===== src/rtl/huffman_param_if.sv =====
// rtl/huffman_param_if.sv - symbol stream and result bus of the Huffman coder
interface huffman_param_if #(
    parameter int N      = 6,
    parameter int SYM_W  = 8,
    parameter int CNT_W  = 8,
    parameter int CODE_W = 8
);
    logic                gray_valid;
    logic [SYM_W-1:0]    gray_data;
    logic                CNT_valid;
    logic [N*CNT_W-1:0]  CNT;
    logic                code_valid;
    logic [N*CODE_W-1:0] HC;
    logic [N*CODE_W-1:0] M;
    logic                sym_err;

    modport master (
        output gray_valid, gray_data,
        input  CNT_valid, CNT, code_valid, HC, M, sym_err
    );

    modport slave (
        input  gray_valid, gray_data,
        output CNT_valid, CNT, code_valid, HC, M, sym_err
    );
endinterface


===== src/rtl/huffman_param.sv =====
// rtl/huffman_param.sv - burst symbol counter and one-merge-per-cycle Huffman code builder
module huffman_param #(
    parameter int N      = 6,
    parameter int SYM_W  = 8,
    parameter int CNT_W  = 8,
    parameter int CODE_W = 8
) (
    input  logic            clk,
    input  logic            reset,
    huffman_param_if.slave  bus
);
    localparam int IDX_W = (N > 1) ? $clog2(N) : 1;
    localparam int W_W   = CNT_W + 4;
    localparam int LEN_W = $clog2(CODE_W + 1);

    generate
        if (N < 2 || N > 16) begin : g_bad_n
            $error("huffman_param: N must be in 2..16");
        end
        if (CODE_W < N - 1) begin : g_bad_code_w
            $error("huffman_param: CODE_W must be >= N-1");
        end
    endgenerate

    typedef enum logic [2:0] {IDLE, COUNT, CNT_OUT, MERGE, DONE} state_t;

    state_t            state;
    logic [CNT_W-1:0]  cnt    [N];
    logic [CODE_W-1:0] hc     [N];
    logic [CODE_W-1:0] m      [N];
    logic [LEN_W-1:0]  len    [N];
    logic [W_W-1:0]    weight [N];
    logic [N-1:0]      mem    [N];
    logic [N-1:0]      active;
    logic [4:0]        merge_cnt;
    logic              cnt_valid_r, code_valid_r, sym_err_r;

    logic              in_range;
    logic [IDX_W-1:0]  a_idx, b_idx;
    logic              a_found, b_found;

    assign in_range = (bus.gray_data != '0) && (bus.gray_data <= SYM_W'(N));

    // Strict less-than keeps the lowest position on equal weights.
    always_comb begin
        a_idx   = '0;
        b_idx   = '0;
        a_found = 1'b0;
        b_found = 1'b0;
        for (int p = 0; p < N; p++) begin
            if (active[p] && (!a_found || weight[p] < weight[a_idx])) begin
                a_idx   = IDX_W'(p);
                a_found = 1'b1;
            end
        end
        for (int p = 0; p < N; p++) begin
            if (active[p] && (IDX_W'(p) != a_idx) && (!b_found || weight[p] < weight[b_idx])) begin
                b_idx   = IDX_W'(p);
                b_found = 1'b1;
            end
        end
    end

    always_ff @(posedge clk) begin
        if (reset) begin
            state        <= IDLE;
            cnt_valid_r  <= 1'b0;
            code_valid_r <= 1'b0;
            sym_err_r    <= 1'b0;
            merge_cnt    <= '0;
            active       <= '0;
            for (int p = 0; p < N; p++) begin
                cnt[p]    <= '0;
                hc[p]     <= '0;
                m[p]      <= '0;
                len[p]    <= '0;
                weight[p] <= '0;
                mem[p]    <= '0;
            end
        end else begin
            cnt_valid_r  <= 1'b0;
            code_valid_r <= 1'b0;
            case (state)
                IDLE: begin
                    if (bus.gray_valid) begin
                        for (int k = 0; k < N; k++) begin
                            cnt[k] <= (in_range && bus.gray_data == SYM_W'(k + 1)) ? CNT_W'(1) : '0;
                            hc[k]  <= '0;
                            m[k]   <= '0;
                        end
                        sym_err_r <= !in_range;
                        state     <= COUNT;
                    end
                end
                COUNT: begin
                    if (bus.gray_valid) begin
                        if (in_range) begin
                            for (int k = 0; k < N; k++) begin
                                if (bus.gray_data == SYM_W'(k + 1) && cnt[k] != '1)
                                    cnt[k] <= cnt[k] + 1'b1;
                            end
                        end else begin
                            sym_err_r <= 1'b1;
                        end
                    end else begin
                        state       <= CNT_OUT;
                        cnt_valid_r <= 1'b1;
                    end
                end
                CNT_OUT: begin
                    for (int p = 0; p < N; p++) begin
                        weight[p] <= W_W'(cnt[p]);
                        mem[p]    <= N'(1) << p;
                        len[p]    <= '0;
                    end
                    active    <= '1;
                    merge_cnt <= '0;
                    state     <= MERGE;
                end
                MERGE: begin
                    // Each merge prepends one bit: A's members get 1, B's get 0.
                    for (int s = 0; s < N; s++) begin
                        if (mem[a_idx][s] || mem[b_idx][s]) begin
                            hc[s]  <= mem[a_idx][s] ? (hc[s] | (CODE_W'(1) << len[s]))
                                                    : (hc[s] & ~(CODE_W'(1) << len[s]));
                            m[s]   <= m[s] | (CODE_W'(1) << len[s]);
                            len[s] <= len[s] + 1'b1;
                        end
                    end
                    weight[a_idx] <= weight[a_idx] + weight[b_idx];
                    mem[a_idx]    <= mem[a_idx] | mem[b_idx];
                    active[b_idx] <= 1'b0;
                    merge_cnt     <= merge_cnt + 1'b1;
                    if (merge_cnt == 5'(N - 2)) begin
                        state        <= DONE;
                        code_valid_r <= 1'b1;
                    end
                end
                DONE:    state <= IDLE;
                default: state <= IDLE;
            endcase
        end
    end

    assign bus.CNT_valid  = cnt_valid_r;
    assign bus.code_valid = code_valid_r;
    assign bus.sym_err    = sym_err_r;

    genvar g;
    generate
        for (g = 0; g < N; g++) begin : g_pack
            assign bus.CNT[g*CNT_W +: CNT_W]  = cnt[g];
            assign bus.HC[g*CODE_W +: CODE_W] = hc[g];
            assign bus.M[g*CODE_W +: CODE_W]  = m[g];
        end
    endgenerate
endmodule


===== src/flat_wrapper.sv =====
// flat-port wrapper written by rule: the top's interface ports become plain ports
module huffman_param_flat 
#(
    parameter int N      = 6,
    parameter int SYM_W  = 8,
    parameter int CNT_W  = 8,
    parameter int CODE_W = 8
)
  (clk, reset, bus_gray_valid, bus_gray_data, bus_CNT_valid, bus_CNT, bus_code_valid, bus_HC, bus_M, bus_sym_err);
  huffman_param_if #(.N(N), .SYM_W(SYM_W), .CNT_W(CNT_W), .CODE_W(CODE_W)) bus_i ();
  input  logic clk;
  input  logic reset;
  input wire logic [$bits(bus_i.gray_valid)-1:0] bus_gray_valid;
  input wire logic [$bits(bus_i.gray_data)-1:0] bus_gray_data;
  output wire logic [$bits(bus_i.CNT_valid)-1:0] bus_CNT_valid;
  output wire logic [$bits(bus_i.CNT)-1:0] bus_CNT;
  output wire logic [$bits(bus_i.code_valid)-1:0] bus_code_valid;
  output wire logic [$bits(bus_i.HC)-1:0] bus_HC;
  output wire logic [$bits(bus_i.M)-1:0] bus_M;
  output wire logic [$bits(bus_i.sym_err)-1:0] bus_sym_err;
  assign bus_i.gray_valid = bus_gray_valid;
  assign bus_i.gray_data = bus_gray_data;
  assign bus_CNT_valid = bus_i.CNT_valid;
  assign bus_CNT = bus_i.CNT;
  assign bus_code_valid = bus_i.code_valid;
  assign bus_HC = bus_i.HC;
  assign bus_M = bus_i.M;
  assign bus_sym_err = bus_i.sym_err;
  huffman_param #(.N(N), .SYM_W(SYM_W), .CNT_W(CNT_W), .CODE_W(CODE_W)) u_core (.clk(clk), .reset(reset), .bus(bus_i));
endmodule

===== config.mk =====
export PLATFORM = sky130hd
export DESIGN_NAME = huffman_param_flat
export DESIGN_NICKNAME = d
export VERILOG_FILES = /design/src/rtl/huffman_param_if.sv /design/src/rtl/huffman_param.sv /design/src/flat_wrapper.sv
export SDC_FILE = /design/constraint.sdc
export NUM_CORES = 1
export LEC_CHECK = 0
export CAP_MARGIN = 20
export CORE_MARGIN = 1.5
export CORE_UTILIZATION = 48
export CTS_CLUSTER_DIAMETER = 60
export DETAILED_ROUTE_END_ITERATION = 12
export PLACE_DENSITY = 0.7
export SETUP_SLACK_MARGIN = 0.05
export SYNTH_ARGS = -nofsm -noshare
export SYNTH_HDL_FRONTEND = slang
export SYNTH_SLANG_ARGS = --single-unit

===== constraint.sdc =====
create_clock -name clk -period 26.4 [get_ports clk]
set_input_delay 5.28 -clock clk [delete_from_list [all_inputs] [get_ports clk]]
set_output_delay 5.28 -clock clk [all_outputs]
set_load 0.01 [all_outputs]

# After elaboration in Yosys (flattened, before gate mapping)
# Memory sizes are Yosys's and may differ from the RTL's.
# Index checks and enable logic that the tools add are counted.
[word_totals] regBits=17 mem_bits_rw=276 out_inout_bits=147 wordCells=411 memories=6
[classes] n_addsub=14 magnitude_cmp=12 n_eq_ne=26 n_shift=6 n_mux=184 bitwise=89 n_reduce_logical=68
[mem_list] name="u_core.weight" words=6 word_bits=12 read_ports=16 rd_ports_with_merged_regs=0 wr=6 line_no="huffman_param.sv:32" source="logic [W_W-1:0] weight [N];"
[mem_list] name="u_core.cnt" words=6 word_bits=8 read_ports=6 rd_ports_with_merged_regs=0 wr=6 line_no="huffman_param.sv:28" source="logic [CNT_W-1:0] cnt [N];"
[mem_list] name="u_core.hc" words=6 word_bits=8 read_ports=6 rd_ports_with_merged_regs=0 wr=6 line_no="huffman_param.sv:29" source="logic [CODE_W-1:0] hc [N];"
[mem_list] name="u_core.m" words=6 word_bits=8 read_ports=6 rd_ports_with_merged_regs=0 wr=6 line_no="huffman_param.sv:30" source="logic [CODE_W-1:0] m [N];"
[mem_list] name="u_core.mem" words=6 word_bits=6 read_ports=2 rd_ports_with_merged_regs=0 wr=6 line_no="huffman_param.sv:33" source="logic [N-1:0] mem [N];"
[mem_list] name="u_core.len" words=6 word_bits=4 read_ports=6 rd_ports_with_merged_regs=0 wr=6 line_no="huffman_param.sv:31" source="logic [LEN_W-1:0] len [N];"
[op_table] operator="$mux W8" n=42
[op_table] operator="$lt A12 B12 Y1" n=9
[op_table] operator="$mux W1" n=98
[op_table] operator="$or A8 B8 Y8" n=12
[op_table] operator="$mux W12" n=7
[op_table] operator="$or A1 B1 Y1" n=60
[op_table] operator="$add A8 B1 Y8 const B" n=6
[op_table] operator="$and A8 B8 Y8" n=6
[op_table] operator="$mux W4" n=12
[op_table] operator="$ne A8 B8 Y1 const B" n=6
[op_table] operator="$not A8 Y8" n=6
[op_table] operator="$shl A1 B4 Y8 const A" n=6
[op_table] operator="$mux W6" n=7
[op_table] operator="$mux W3" n=11
[op_table] operator="$logic_and A1 B1 Y1" n=30
[op_table] operator="$add A4 B1 Y4 const B" n=6
[op_table] operator="$eq A8 B3 Y1 const B" n=3
[op_table] operator="$eq A8 B2 Y1 const B" n=2
[op_table] operator="$logic_or A1 B1 Y1" n=16
[op_table] operator="$add A12 B12 Y12" n=1
[op_table] operator="$pmux W3 S4" n=1
[op_table] operator="$pmux W6 S2" n=1
[op_table] operator="$reduce_or A12 Y1" n=1
[op_table] operator="$logic_not A1 Y1" n=11
[op_table] operator="other kinds (29)" n=39

# Depth between registers and ports, before layout
# Gate-level depths: netlist (run 1).
# An unclocked memory read counts as a cell.
[logic_depth] word_depth=59 ltp_mapped=141 mapped_depth_nobuf=124

# Worst setup path before layout (run 1)
# OpenSTA, ideal clock, no wires.
[synth_timing] path_type="register to register" from="memory u_core.weight[1][11] (netlist bit)" to="memory u_core.weight[2][11] (netlist bit) (data pin)" arrival_ns=24.990 required_time_ns=26.253 slack_ns=1.263 stages_incl_launch_ff=130 n_path_buf=23 cell_sequence="edfxtp_1 > ha_1 > nand4_1 > a211oi_1 > o2111ai_2 > a21boi_0 > nor2b_1 > clkbuf_1 > clkbuf_1 > mux2i_1 > ha_1 > nand2_1 > o21ai_0 > a21oi_1 > nand3_1 > nand2_1 > a41oi_1 > clkbuf_1 > [... 94 more ...] > buf_2 > o221ai_1 > a31oi_1 > ha_1 > a21o_1 > a21oi_1 > o21bai_1 > a21oi_1 > o21bai_1 > a21oi_1 > o21bai_1 > a21oi_1 > o21bai_1 > a21oi_1 > xor2_1 > or3b_1 > buf_2 > a21oi_1"
[synth_lines] item="start, declared" line_no="huffman_param.sv:32"

==> flow_summary.yaml, run 1 <==
sta:
  fin_crit_sh: 0.9356
  fmaxAchievable_mhz: 40.49
  worst_slack_ns: 1.700
  relSlewSlack: 0.2703
  min_period_ns: 24.70
  slew_viol_final: 0
  timing.hold.ws_ns: 0.4857
  finalSetupViolations: 0
  tightest_slew_ns: 1.095
  fin_skew_ns: 0.03350
  hold_violations: 0
global_route:
  grt_pass1_wl_mm: 101.6
  grt_pass1_vias: 16627
  grt_max_degree: 54
  grt_usage: 0.3226
  antenna_found_initial: 1
  grt_overflow: 0
clock_network:
  cts.sinks: 293
  cts-buffers-inserted: 35
  clkSlewWorstSetupHoldPaths_ns: 0.06
  htree_levels: 2
  insertion_delay_ns: 0.55
  root_buffer: "clkbuf_16"
  postCtsHoldBufs: 0
  clockBufferDepth: 3
  cts_tree: "yes"
critical_path:
  end_kind: "flop"
  max_stage_delay_ns: 0.52
  reg2reg_depth: 120
  cp-startpoint: "u_core.weight[1][11]"
  path_max_fanout: 18
  crit_required_ns: 26.79
  start_kind: "flop"
  r2r_slack_ns: 1.70
  r2r-end: "u_core.weight[2][11]"
  r2r-start: "u_core.weight[1][11]"
  worstPathArrival_ns: 25.09
  cp_common_cell: "a21oi_1"
  crit_type: "reg -> reg"
  cp_slowest_cell: "edfxtp_1"
synth:
  async_reset_ff_frac: 0
  yosys_warnings: 0
  ys_ff_latch: 293
  synth_flop_cell: "edfxtp_1"
  synth_nets: 2177
  netlist_instances: 2011
  syn_area_um2: 19620
  syn_area_per_cell_um2: 9.755
  synth-seq-area-share: 0.4399
  yosysUniqueCellTypes: 94
  synth_edf_count: 276
flow_run:
  cap_violations: 0
cells_and_area:
  nets: 2348
  stdcell_count: 2730
  final_layout_size_suffix_gt1_frac: 0.09297
  fin_area_um2: 23200
  num_antenna_cells: 0
  area_growth_pct: 18.25
floorplanning:
  fp.dieH_um: 205.2
  dieArea_um2: 42090
  core-area_um2: 40010
  start_util: 0.4903
  die_w_um: 205.2
  rows: 73
  ios: 158
route:
  met2_wirelength_mm: 29.36
  drc: 0
  vias: 17393
  drtIter0Drc: 2017
  met3WireLength_mm: 6.976
  postRouteAntennaNets: 0
  wl_per_cell_um: 24.99
  viasPerCell: 6.371
  drt-met1-wl_mm: 28.96
  wl_mm: 68.22
  top_layer: "met4"
  firstDrtPassIters: 6
place:
  dp.cells: 2660
  io_buffers: 157
  placedInstanceArea_um2: 21940
  place_hpwl_mm: 49.72
  place_ws_ns: 0.08347
  gp_congestion: 1.102
power_and_ir_drop:
  p_leak_nw: 9.185
  ir_drop_mv: 0.05704
  power_density_nw_per_um2: 65.71
worst_hold_path:
  min_from: "u_core.bus.sym_err"
  worstHoldPathType: "reg -> reg"
  hold_depth: 2
  min_to: "u_core.bus.sym_err"
outcome:
  status: "finished clean"
-- layer usage --
metal,track usage,vias to the layer above
met3,0.07191,165
met5,0,-
met4,0.1262,0
met2,0.4780,982
met1,0.4571,8404
li1,-,7842
-- area by class of cell --
class                   instances  area [um^2]
clock buffers                  45        944.7
clock inverters                15        116.4
fillers                      3424        16810
inverters                      68        255.2
multi-input cells            1556        10490
flip-flops and latches        293         8628
well taps                     525        656.9
repair buffers                228         2103
-- worst max path at each step --
stage,to,depth (start not counted)
final,u_core.weight[2][11],120
after global placement,u_core.weight[0][11],120
after detailed placement,u_core.weight[4][11],120
after global routing,u_core.weight[5][11],122
after CTS,u_core.weight[2][11],119
after floorplan,u_core.weight[2][11],129
-- registers in the layout, summed over array words and instances (netlist names) --
signal,flops
u_core.active,6
u_core.bus.CNT_valid,1
u_core.bus.code_valid,1
u_core.bus.sym_err,1
u_core.cnt,48
u_core.hc,48
u_core.len,24
u_core.m,48
u_core.mem,36
u_core.merge_cnt,5
u_core.state,3
u_core.weight,72
-- Yosys cell counts (17+ instances only) --
master / count / area share
nand3_1: 58 / 0.015
and3_1: 27 / 0.0086
inv_1: 67 / 0.013
mux2i_1: 76 / 0.039
nand4_1: 22 / 0.0070
nor2_1: 305 / 0.058
clkbuf_1: 58 / 0.011
and2_1: 19 / 0.0061
nand2_1: 158 / 0.030
o21ai_0: 69 / 0.018
a21o_1: 32 / 0.012
edfxtp_1: 276 / 0.42
a22o_1: 42 / 0.019
nor3_1: 68 / 0.017
a211oi_1: 29 / 0.011
nor2b_1: 22 / 0.0070
mux2_2: 17 / 0.0098
a21oi_1: 163 / 0.042
xnor2_1: 21 / 0.0094
dfxtp_1: 17 / 0.017
o21a_1: 18 / 0.0069
ha_1: 154 / 0.098
buf_2: 19 / 0.0048
xor2_1: 34 / 0.015
-- logic make-up after synthesis --
| family | after synthesis | share of synthesized area |
|---|---|---|
| simple gates | 741 | 0.1732 |
| compound gates | 507 | 0.1771 |
| fa+ha+maj | 155 | 0.09925 |
| xor+xnor | 55 | 0.02456 |
| mux | 97 | 0.05128 |
| buf+inv | 163 | 0.03470 |
| flops | 293 | 0.4399 |
-- worst max-delay path: cells and delay by family (launching register included) --
kind	cells	cell delay, ns
xor+xnor	1	0.17
mux	4	1.27
fa+ha+maj	10	3.03
flops	1	0.52
buf+inv	4	0.90
compound gates	71	13.17
simple gates	30	5.43
-- per-stage QoR --
stage	power, mW	util	TNS (ns)
final	1.524	0.5798	0
after global routing	1.583	0.5798	-0.003650
after CTS	1.508	0.5751	0
after detailed placement	1.050	0.5484	0
after global placement	1.046	0.5484	0
after floorplan	0.8676	-	0
-- where the power goes --
part           total [mW]  internal, mW  switching (mW)
clock network       0.458         0.264           0.194
logic               0.489         0.176           0.314
registers           0.577         0.538          0.0386
total                1.52         0.978           0.546
-- placed cells by master, fill, tap and decap left out, types with 19 or more instances in the layout --
cell type,Yosys,layout
buf_4,8,68
o21ai_0,69,65
edfxtp_1,276,276
and3_1,27,27
and2_1,19,19
ha_1,154,154
a211oi_1,29,28
nand3_1,58,57
nor2_1,305,300
a22o_1,42,42
xnor2_1,21,21
nor3_1,68,67
mux2i_1,76,73
nor2b_1,22,21
inv_1,67,67
nand4_1,22,22
nand2_1,158,156
a21o_1,32,32
clkbuf_16,0,36
a21oi_1,163,160
clkdlybuf4s50_1,0,157
xor2_1,34,34
-- timing repair --
action | CTS | global route
setup endpoints to repair | 6 | 339
gates resized for setup | 1 | 30
setup buffers | 0 | 7
pin swaps | 0 | 3
hold endpoints to repair | 0 | 0
gates cloned | 0 | 1
(Power assumes the default switching activity.)
==> inputs of run 2 (changes only) <==
--- a/config.mk
+++ b/config.mk
@@ -12,6 +12,8 @@
 export DETAILED_ROUTE_END_ITERATION = 12
 export PLACE_DENSITY = 0.7
 export SETUP_SLACK_MARGIN = 0.05
+export SLEW_MARGIN = 20
 export SYNTH_ARGS = -nofsm -noshare
 export SYNTH_HDL_FRONTEND = slang
 export SYNTH_SLANG_ARGS = --single-unit
+export TNS_END_PERCENT = 10
==> run 2 against run 1 <==
  * Critical path depth down 1
  * Global-route usage unchanged
  * Power about the same
  * Critical endpoint unchanged
  * Highest routed layer unchanged
==> flow_summary.yaml, run 2 (synthesized netlist as in run 1, its figures left out) <==
global_route:
  grt_usage: 0.3226
  grt_max_degree: 54
  grt_overflow: 0
  grt_pass1_wl_mm: 101.6
  antenna_found_initial: 1
  grt_pass1_vias: 16627
worst_hold_path:
  worstHoldPathType: "reg -> reg"
clock_network:
  htree_levels: 2
  cts-buffers-inserted: 35
  insertion_delay_ns: 0.55
  postCtsHoldBufs: 0
  clockBufferDepth: 3
  cts.sinks: 293
  clkSlewWorstSetupHoldPaths_ns: 0.06
  cts_tree: "yes"
  root_buffer: "clkbuf_16"
outcome:
  status: "finished clean"
power_and_ir_drop:
  p_total_mw: 1.524
  power_density_nw_per_um2: 65.67
  ir_drop_mv: 0.05616
  p_leak_nw: 9.174
route:
  drtIter0Drc: 1963
  viasPerCell: 6.374
  wl_per_cell_um: 24.99
  firstDrtPassIters: 6
  drc: 0
  vias: 17388
  wl_mm: 68.17
  postRouteAntennaNets: 0
floorplanning:
  fp.dieH_um: 205.2
  dieArea_um2: 42090
  start_util: 0.4903
  core-area_um2: 40010
  rows: 73
  ios: 158
  die_w_um: 205.2
critical_path:
  crit_buf_inv: 4
  crit_required_ns: 26.79
  cp_common_cell: "a21oi_1"
  crit_type: "reg -> reg"
  path_delay_family: "compound AO/OA/AOI/OAI gates"
  worstPathArrival_ns: 25.02
  max_stage_delay_ns: 0.52
  start_kind: "flop"
  end_kind: "flop"
  cp_slowest_cell: "edfxtp_1"
  path_max_fanout: 18
cells_and_area:
  nets: 2346
  area_growth_pct: 18.27
  num_antenna_cells: 0
  top_register: "u_core.weight"
  final_layout_size_suffix_gt1_frac: 0.09305
  fillCellCount: 3423
  final_common_cell: "nor2_1"
  mostFrequentLayoutCells: "nor2_1, edfxtp_1, a21oi_1, clkdlybuf4s50_1, nand2_1"
  stdcell_count: 2728
  largest_reg_flops: 72
  fin_area_um2: 23200
sta:
  fin_skew_ns: 0.03393
  grt_setup_unrepaired: "false"
  slew_viol_final: 0
  hold_violations: 0
  fin_crit_sh: 0.9333
  tightest_slew_ns: 1.086
  relSlewSlack: 0.2740
  min_period_ns: 24.64
  finalSetupViolations: 0
  fin_setup_tns_ns: 0
  fmaxAchievable_mhz: 40.59
place:
  dp.cells: 2660
  io_buffers: 157
  place_hpwl_mm: 49.72
  placedInstanceArea_um2: 21940
  gp_congestion: 1.102
flow_run:
  cap_violations: 0
==> run 2: changes by cell type in the layout (fill, tap and decap cells not counted), sizes merged <==
cell	delta
buf	-2
==> run 2: final timing paths <==
kind	from	to	slack (ns)	cells after the start
worst max-delay path	u_core.weight[1][11]	u_core.weight[2][11]	1.76	119
worst max register to register	u_core.weight[1][11]	u_core.weight[2][11]	1.76	119
worst min-delay path	u_core.bus.sym_err	u_core.bus.sym_err	0.48	2
worst min register to register	u_core.bus.sym_err	u_core.bus.sym_err	0.48	2
==> run 2: through the flow <==
stage	setup slack, ns	hold WS (ns)	utilization
after floorplan	1.263	0.4620	-
after global placement	0.5953	0.4724	0.5484
after detailed placement	0.08347	0.4713	0.5484
after CTS	0.1170	0.4815	0.5751
after global routing	0.001444	0.5283	0.5799
final	1.762	0.4824	0.5799
==> run 2: final cells by class <==
type                       count  area [um^2]  area share
clock buffer                  45        944.7     0.04072
tap                          525        656.9     0.02831
multi-input combinational   1556        10510      0.4528
timing repair buffer         226         2093     0.09023
inverter                      68        255.2     0.01100
clock inverter                15        116.4    0.005016
sequential                   293         8628      0.3719
==> run 2: where the power goes <==
group / leakage (nW) / total (mW) / switching [mW] / internal [mW]
sequential: 3.08 / 0.577 / 0.0387 / 0.538
clock: 0.524 / 0.458 / 0.193 / 0.264
combinational: 5.57 / 0.489 / 0.314 / 0.176
==> run 2: worst reg2reg max path, delay by kind of cell, from the launching register on <==
kind	cells	cell delay [ns]
AOI/OAI and AO/OA	69	13.16
xor gates and xnor gates	1	0.17
adders and majority gates	10	3.03
buffers and inverters	4	0.90
DFF	1	0.52
muxes	5	1.35
and+or+nand+nor	30	5.35
==> run 2: per-layer routing <==
metal  share of wire  track usage  vias to the layer above
li1                -            -                     7840
met1            0.42       0.4571                     8344
met2            0.43       0.4780                     1029
met3            0.11      0.07191                      175
met4           0.045       0.1262                        0
met5               0            0                        -
==> run 2: what timing repair did <==
action | CTS | global route
endpoints found under the hold margin | 0 | 0
setup endpoints to repair | 6 | 340
gates resized for setup | 1 | 30
pin swaps | 0 | 3
gates cloned | 0 | 1
setup buffers | 0 | 7
==> inputs of run 3 (changes only) <==
--- a/config.mk
+++ b/config.mk
@@ -10,9 +10,8 @@
 export CORE_UTILIZATION = 48
 export CTS_CLUSTER_DIAMETER = 60
 export DETAILED_ROUTE_END_ITERATION = 12
-export PLACE_DENSITY = 0.7
+export PLACE_DENSITY = 0.68
 export SETUP_SLACK_MARGIN = 0.05
-export SLEW_MARGIN = 20
 export SYNTH_ARGS = -nofsm -noshare
 export SYNTH_HDL_FRONTEND = slang
 export SYNTH_SLANG_ARGS = --single-unit
==> constraint.sdc (replaced) <==
create_clock -name clk -period 29 [get_ports clk]
set_input_delay 5.8 -clock clk [delete_from_list [all_inputs] [get_ports clk]]
set_output_delay 5.8 -clock clk [all_outputs]
set_load 0.01 [all_outputs]
==> run 3 against run 2 <==
  * Power is 7.2% lower
  * Setup slack better by 0.19 ns
  * Flip-flop and latch count stayed put
  * Count of clock-buffer cells in the layout is 4 lower
  * Die area stayed put
  * Routed wire length is 4.5% higher
  * Final cell count is 1.1% lower
  * Maximum frequency is 8.9% lower
  * Cell area is 1.1% lower
  * Sequential share of layout area is 0.41 points higher
  * Critical path type unchanged
  * Largest cell class unchanged
  * Largest power group unchanged
==> flow_summary.yaml, run 3 (synthesized netlist as in run 1, its figures left out) <==
worst_hold_path:
  min_to: "u_core.bus.sym_err"
  worstHoldPathType: "reg -> reg"
  hold_depth: 2
  min_from: "u_core.bus.sym_err"
critical_path:
  r2r_slack_ns: 1.95
  cp_slowest_cell: "edfxtp_1"
  reg2reg_depth: 124
  crit_type: "reg -> reg"
  crit_buf_inv: 5
  r2r-end: "u_core.weight[3][11]"
  max_stage_delay_ns: 0.58
  r2r-start: "u_core.weight[0][8]"
  path_delay_family: "compound AO/OA/AOI/OAI gates"
  crit_required_ns: 29.37
  path_max_fanout: 29
  cp_common_cell: "a21oi_1"
  start_kind: "flop"
  end_kind: "flop"
  worstPathArrival_ns: 27.42
route:
  firstDrtPassIters: 6
  wl_mm: 71.27
  drc: 0
  drtIter0Drc: 1727
  postRouteAntennaNets: 0
  wl_per_cell_um: 26.41
  viasPerCell: 6.392
  vias: 17246
clock_network:
  cts_tree: "yes"
  cts_setup_buffers: 0
  cts_resized: 0
  clkSlewWorstSetupHoldPaths_ns: 0.06
  postCtsHoldBufs: 0
  cts-buffers-inserted: 36
  htree_levels: 2
  insertion_delay_ns: 0.56
  root_buffer: "clkbuf_16"
  cts.sinks: 293
  clockBufferDepth: 3
sta:
  fin_setup_tns_ns: 0
  fin_skew_ns: 0.02493
  tightest_slew_ns: 1.114
  finalSetupViolations: 0
  min_period_ns: 27.05
  slew_viol_final: 0
  fmaxAchievable_mhz: 36.97
  hold_violations: 0
  timing.hold.ws_ns: 0.4852
  fin_crit_sh: 0.9327
  relSlewSlack: 0.2556
  grt_setup_unrepaired: "false"
cells_and_area:
  multi_input_area_um2: 10410
  largest_reg_flops: 72
  area_growth_pct: 16.99
  fillCellCount: 3493
  final_common_cell: "nor2_1"
  seq_area_um2: 8628
  nets: 2312
  utilization: 0.5737
  final_layout_size_suffix_gt1_frac: 0.07271
  num_antenna_cells: 0
  mostFrequentLayoutCells: "nor2_1, edfxtp_1, a21oi_1, nand2_1, clkdlybuf4s50_1"
  top_register: "u_core.weight"
place:
  io_buffers: 157
  place_hpwl_mm: 52.31
  gp_congestion: 1.038
global_route:
  grt_util_met3: 0.07334
  grt_max_degree: 55
  grt_usage: 0.3372
  use_met1: 0.4629
  use_met2: 0.5121
  grt_pass1_vias: 16434
  grt.busiest_layer: "met2"
  grt_overflow: 0
  grt_pass1_wl_mm: 104.5
  antenna_found_initial: 0
flow_run:
  cap_violations: 0
floorplanning:
  die_w_um: 205.2
  core-area_um2: 40010
  ios: 158
  start_util: 0.4903
  dieArea_um2: 42090
  rows: 73
  fp.dieH_um: 205.2
outcome:
  status: "finished clean"
power_and_ir_drop:
  p_leak_nw: 9.035
  ir_drop_mv: 0.04541
  power_density_nw_per_um2: 61.60
## run 3: worst min-delay path: cells and delay by family, from the launching register on
family           cells  cell delay (ns)
AO/OA/AOI/OAI        1             0.06
AND/OR/NAND/NOR      1             0.07
flip-flops           1             0.31
## run 3: final cells by class
type                       instances  area share
tap                              525     0.02862
clock inverter                    24     0.01079
clock buffer                      41     0.04007
timing repair buffer             192     0.07993
inverter                          68     0.01112
sequential                       293      0.3760
multi-input combinational       1555      0.4535
## run 3: per-layer routing
layer / vias to the layer above / part of all wire
li1: 7768 / -
met1: 8450 / 0.42
met2: 848 / 0.44
met3: 180 / 0.095
met4: 0 / 0.046
met5: - / 0
## run 3: how the worst max path moves through the flow
stage / slack [ns] / endpoint / cells after the start / startpoint
global route: 0.12 / u_core.weight[3][11] / 123 / u_core.weight[0][8]
CTS: 0.95 / u_core.weight[3][11] / 120 / u_core.weight[0][8]
detailed placement: 1.04 / u_core.weight[3][11] / 120 / u_core.weight[0][8]
floorplan: 3.86 / u_core.weight[2][11] / 129 / u_core.weight[1][11]
global placement: 1.46 / u_core.weight[3][11] / 123 / u_core.weight[0][8]
finish: 1.95 / u_core.weight[3][11] / 124 / u_core.weight[0][8]
## run 3: power by group
group | internal, mW | total, mW | switching [mW]
Sequential | 0.490 | 0.528 | 0.0384
Combinational | 0.149 | 0.438 | 0.289
Clock | 0.259 | 0.447 | 0.188
Total | 0.898 | 1.41 | 0.516
## run 3: per-stage QoR
stage / total power, mW / worst slack (ns) / cell area, um^2 / cells
floorplan: 0.7899 / 3.863 / 19620 / 2011
global placement: 0.9575 / 1.457 / 21740 / 2633
detailed placement: 0.9571 / 1.036 / 21740 / 2633
CTS: 1.405 / 0.9455 / 22900 / 2698
global route: 1.464 / 0.1235 / 22950 / 2698
finish: 1.414 / 1.953 / 22950 / 2698
